==> config.mk <==
export PLATFORM = sky130hd
export DESIGN_NAME = thermo_demand_gen
export DESIGN_NICKNAME = d
export VERILOG_FILES = /design/src/rtl/thermo_demand_gen.sv
export SDC_FILE = /design/constraint.sdc
export NUM_CORES = 1
export LEC_CHECK = 0
export CELL_PAD_IN_SITES_DETAIL_PLACEMENT = 2
export CELL_PAD_IN_SITES_GLOBAL_PLACEMENT = 2
export CORE_MARGIN = 1.5
export CORE_UTILIZATION = 37
export CTS_CLUSTER_DIAMETER = 120
export DETAILED_ROUTE_END_ITERATION = 8
export PLACE_DENSITY_LB_ADDON = 0.08
export REMOVE_ABC_BUFFERS = 1
export SKIP_LAST_GASP = 1
export SYNTH_ARGS = -nofsm -noshare
export SYNTH_HDL_FRONTEND = slang
export SYNTH_SLANG_ARGS = --single-unit
==> constraint.sdc <==
create_clock -name clock -period 3.5 [get_ports clock]
set_clock_uncertainty 0.05 [all_clocks]
set_input_delay 0.525 -clock clock [delete_from_list [all_inputs] [get_ports clock]]
set_output_delay 0.525 -clock clock [all_outputs]
set_load 0.02 [all_outputs]
==> src/rtl/thermo_demand_gen.sv <==
// Thermostat front end: moving-average filter, hysteresis FSM and minimum-dwell
// counter producing heat/cool demand (A/B) and the latched mode bit (status).
module thermo_demand_gen #(
  parameter int TEMP_W    = 12,
  parameter int HYST      = 32,
  parameter int AVG_LOG2  = 2,
  parameter int MIN_DWELL = 8
) (
  input  logic              clock,
  input  logic              rst,
  input  logic [TEMP_W-1:0] temp_in,
  input  logic              temp_valid,
  input  logic [TEMP_W-1:0] target,
  input  logic              mode_in,
  output logic [TEMP_W-1:0] filt_temp,
  output logic              filt_valid,
  output logic              A,
  output logic              B,
  output logic              status
);

  localparam int WIN   = 1 << AVG_LOG2;
  localparam int SUM_W = TEMP_W + AVG_LOG2;
  localparam int CMP_W = TEMP_W + 1;
  localparam int DW_W  = $clog2(MIN_DWELL + 1);

  localparam logic [1:0] ST_IDLE = 2'd0;
  localparam logic [1:0] ST_HEAT = 2'd1;
  localparam logic [1:0] ST_COOL = 2'd2;

  logic [TEMP_W-1:0]       win_q [WIN];
  logic [TEMP_W-1:0]       win_d [WIN];
  logic                    primed_q;
  logic signed [SUM_W-1:0] sum_q, sum_d;
  logic signed [SUM_W-1:0] sample_ext, oldest_ext;
  logic [TEMP_W-1:0]       filt_q;
  logic                    filt_valid_q;

  logic [1:0]              state_q, state_d;
  logic [DW_W-1:0]         dwell_q, dwell_d;
  logic                    status_q, status_d;

  assign sample_ext = {{AVG_LOG2{temp_in[TEMP_W-1]}}, temp_in};
  assign oldest_ext = {{AVG_LOG2{win_q[WIN-1][TEMP_W-1]}}, win_q[WIN-1]};

  // The first sample after reset fills the whole window so the average starts at it.
  always_comb begin
    if (primed_q) begin
      sum_d    = sum_q + sample_ext - oldest_ext;
      win_d[0] = temp_in;
      for (int unsigned i = 1; i < WIN; i++) win_d[i] = win_q[i-1];
    end else begin
      sum_d = sample_ext <<< AVG_LOG2;
      for (int unsigned i = 0; i < WIN; i++) win_d[i] = temp_in;
    end
  end

  always_ff @(posedge clock) begin
    if (rst) begin
      for (int unsigned i = 0; i < WIN; i++) win_q[i] <= '0;
      primed_q     <= 1'b0;
      sum_q        <= '0;
      filt_q       <= '0;
      filt_valid_q <= 1'b0;
    end else begin
      filt_valid_q <= temp_valid;
      if (temp_valid) begin
        for (int unsigned i = 0; i < WIN; i++) win_q[i] <= win_d[i];
        primed_q <= 1'b1;
        sum_q    <= sum_d;
        // Upper TEMP_W bits of the sum are the arithmetic shift right by AVG_LOG2.
        filt_q   <= sum_d[AVG_LOG2 +: TEMP_W];
      end
    end
  end

  logic signed [CMP_W-1:0] filt_c, tgt_c, hyst_c;
  logic                    dwell_ok;

  assign filt_c   = {filt_q[TEMP_W-1], filt_q};
  assign tgt_c    = {target[TEMP_W-1], target};
  assign hyst_c   = CMP_W'(HYST);
  assign dwell_ok = (dwell_q == DW_W'(MIN_DWELL));

  always_comb begin
    state_d = state_q;
    case (state_q)
      ST_IDLE: begin
        if (filt_valid_q && dwell_ok) begin
          if (!status_q && (filt_c + hyst_c <= tgt_c))     state_d = ST_HEAT;
          else if (status_q && (filt_c >= tgt_c + hyst_c)) state_d = ST_COOL;
        end
      end
      ST_HEAT: begin
        if (filt_valid_q && (mode_in || (dwell_ok && filt_c >= tgt_c)))  state_d = ST_IDLE;
      end
      ST_COOL: begin
        if (filt_valid_q && (!mode_in || (dwell_ok && filt_c <= tgt_c))) state_d = ST_IDLE;
      end
      default: state_d = ST_IDLE;
    endcase

    dwell_d = dwell_q;
    if (filt_valid_q) begin
      if (state_d != state_q) dwell_d = '0;
      else if (!dwell_ok)     dwell_d = dwell_q + DW_W'(1);
    end

    status_d = (state_q == ST_IDLE) ? mode_in : status_q;
  end

  always_ff @(posedge clock) begin
    if (rst) begin
      state_q  <= ST_IDLE;
      dwell_q  <= DW_W'(MIN_DWELL);
      status_q <= 1'b0;
    end else begin
      state_q  <= state_d;
      dwell_q  <= dwell_d;
      status_q <= status_d;
    end
  end

  assign filt_temp  = filt_q;
  assign filt_valid = filt_valid_q;
  assign A          = (state_q == ST_HEAT);
  assign B          = (state_q == ST_COOL);
  assign status     = status_q;

endmodule

==> impl_metrics.yaml <==
run_status:
  status: "completed"
global_routing:
  antenna_found_initial: 0
  grt_pass1_vias: 4488
  grt_overflow: 0
  grt_pass1_wl_um: 23300
  grt.total_usage_pct: 21.3
  grt_max_degree: 50
cells_and_area:
  finalNonFillerCells: 770
  final_core_util_pct: 45.3
  nNetsFinal: 677
  n_antenna_cell: 0
  layout_common_cells: "75 x inv_1, 64 x nand2_1, 57 x a21oi_1"
  final_common_cell: "inv_1"
  area_growth_pct: 19.8
  drive_gt1_share_pct: 8.08
routing:
  drt_pass1_iterations: 4
  ant_nets: 0
  wl_met3_um: 278
  finalWirelength_um: 14200
  via_per_inst: 5.22
  drt-met1-wl_um: 6180
  drt_iter0_markers: 113
  route.met2.wl_um: 7480
  wl_per_cell_um: 18.5
  drc: 0
  highest_layer: "met4"
  vias: 4023
hold_path:
  hp-class: "register to register"
  hold_path_depth: 2
timing:
  whs_ns: 0.428
  finalSetupViolCount: 0
  worst_slew_pin_slew_ns: 0.518
  finalCritPeriodShare_pct: 90.9
  fmax_mhz: 314
  hold_viol: 0
  slew_headroom_pct: 65.1
  setup_slack_ns: 0.318
  fin_crit_ns: 3.18
  maxSlewViolCount: 0
  rsz0062_at_grt: "no"
  tns_ns: 0
die:
  core_area_um2: 13200
  die_h_um: 119
  io_pins: 44
  fp.dieW_um: 119
  dieArea_um2: 14200
  start_util_pct: 37.8
  num_rows: 42
worst_setup_path:
  crit_top_cell: "ha_1"
  path_buf_inv: 1
  rr_worst_depth: 10
  crit_arrival_ns: 3.36
  required_ns: 3.67
  criticalPathCategory: "input port to register"
  crit_cells: 13
  crit_family: "compound AO/OA/AOI/OAI gates"
  worstSetupEndpointType: "register"
  critical_path.max_stage_delay_ns: 0.52
  worstPathCellList: "clkdlybuf4s50_1, ha_1, and3_1, nand3_1, xnor2_1, ha_1, and4_1, nand2_1, a41o_1, a311oi_1, a211oi_1, a21oi_2, nor4_1"
  crit_slowest_cell: "clkdlybuf4s50_1"
  worstPathMaxFanout: 3
  startpoint_type: "input port"
pwr:
  p_leak_nw: 2.58
  irDropWorstVdd_mv: 0.266
  p_per_area_nw_per_um2: 496
place:
  dp.cells: 754
  io_buffers: 43
  gp_congestion: 0.828
  place_hpwl_um: 11100
  dp_slack_ns: -0.0424
synth:
  synth_top_family_by_area: "adder cells"
  muxShareOfSynthArea_pct: 0.600
  synth-edff-count: 48
  netlist-cell-type-count: 60
  synthXorXnorAreaFrac_pct: 3.85
  synth_flop_cell: "edfxtp_1"
  synth_compound_area_share_pct: 16.0
  synth_cells: 546
  synth_adder_area_share_pct: 17.0
  syn_area_um2: 5000
  ys_warn_count: 0
  synthSimpleGateAreaFrac_pct: 15.6
  seq_area_frac_synth_pct: 38.0
  async_reset_ff_share_pct: 0
  yosys_register_bits: 71
  syn_area_per_cell_um2: 9.17
clock_tree:
  ctsResizeCount: 0
  cts_buffers: 9
  holdBufCountCts: 0
  cts_tree: "done"
  post_cts_buffers: 0
  clockRootBuffer: "clkbuf_16"
  clkSinkCount: 71
  cts_max_level: 3
  clk_latency_ns: 0.35
  clk_pin_slew_ns: 0.06
  clockBufferDepth: 2
flow_run:
  maxCapViolations: 0
logic make-up after synthesis:
kind of cell / Yosys count
compound gates: 121
xor+xnor: 22
fa+ha+maj: 60
buf+inv: 105
flops: 71
mux: 3
simple gates: 164
synth_stat cells (all sizes together) (6+ instances only):
library cell	count	area share, %
a211oi	6	1.0
a21o	8	1.2
a21oi	58	5.9
a311oi	9	1.7
buf	18	2.5
clkbuf	12	0.90
dfxtp	23	9.2
edfxtp	48	29
fa	13	5.2
ha	47	12
inv	75	5.6
nand2	64	4.8
nand2b	18	2.3
nand3	16	1.7
nor2	32	2.4
nor3	9	0.90
o21ai	12	1.2
xnor2	15	2.6
xor2	7	1.2
stage by stage:
step | instance area, µm² | power, mW
floorplan | 4840 | 1.61
global placement | 5660 | 1.89
detailed placement | 5660 | 1.94
global route | 5990 | 3.14
CTS | 5990 | 3.02
finish | 5990 | 2.98
area by class of cell:
type	count	area, µm²
Fill cell	1472	7250
Multi-Input combinational cell	370	2660
Sequential cell	71	1900
Timing Repair Buffer	62	598
Inverter	75	282
Clock buffer	9	225
Tap cell	176	220
Clock inverter	7	111
flip-flops by register name (all words and copies together) (netlist names):
register and cells:
dwell_q 4, filt_valid 1, primed_q 1, sum_q 14, state_q 2, status 1, win_q 48
per-layer routing:
layer	track usage, %	up-vias
met5	0	-
met1	24.8	2005
met4	7.66	0
li1	-	1960
met2	39.6	39
met3	3.16	19
final timing paths:
check,startpoint,to,slack (ns)
worst min-delay path,sum_q[0]$_SDFFE_PP0P_,sum_q[0]$_SDFFE_PP0P_,0.43
worst min register to register,sum_q[0]$_SDFFE_PP0P_,sum_q[0]$_SDFFE_PP0P_,0.43
worst max-delay path,target[6],dwell_q[0]$_SDFFE_PP0P_,0.32
worst max register to register,sum_q[8]$_SDFFE_PP0P_,sum_q[12]$_SDFFE_PP0P_,0.44
worst register-to-register path, stage by stage (launching register included):
cell and delay (ns):
dfxtp_1 0.54, inv_1 0.20, fa_1 0.57, inv_1 0.05
ha_1 0.30, a21o_1 0.19, a2111o_1 0.41, o22ai_1 0.16
xnor2_1 0.14, nand2_1 0.08, a311oi_1 0.27
power by group:
group | total [mW] | switching (mW) | internal (mW)
Sequential | 1.02 | 0.0606 | 0.964
Clock | 1.05 | 0.364 | 0.691
Combinational | 0.897 | 0.504 | 0.393
Total | 2.98 | 0.929 | 2.05
Note: power is estimated with default switching activity, not from simulation.
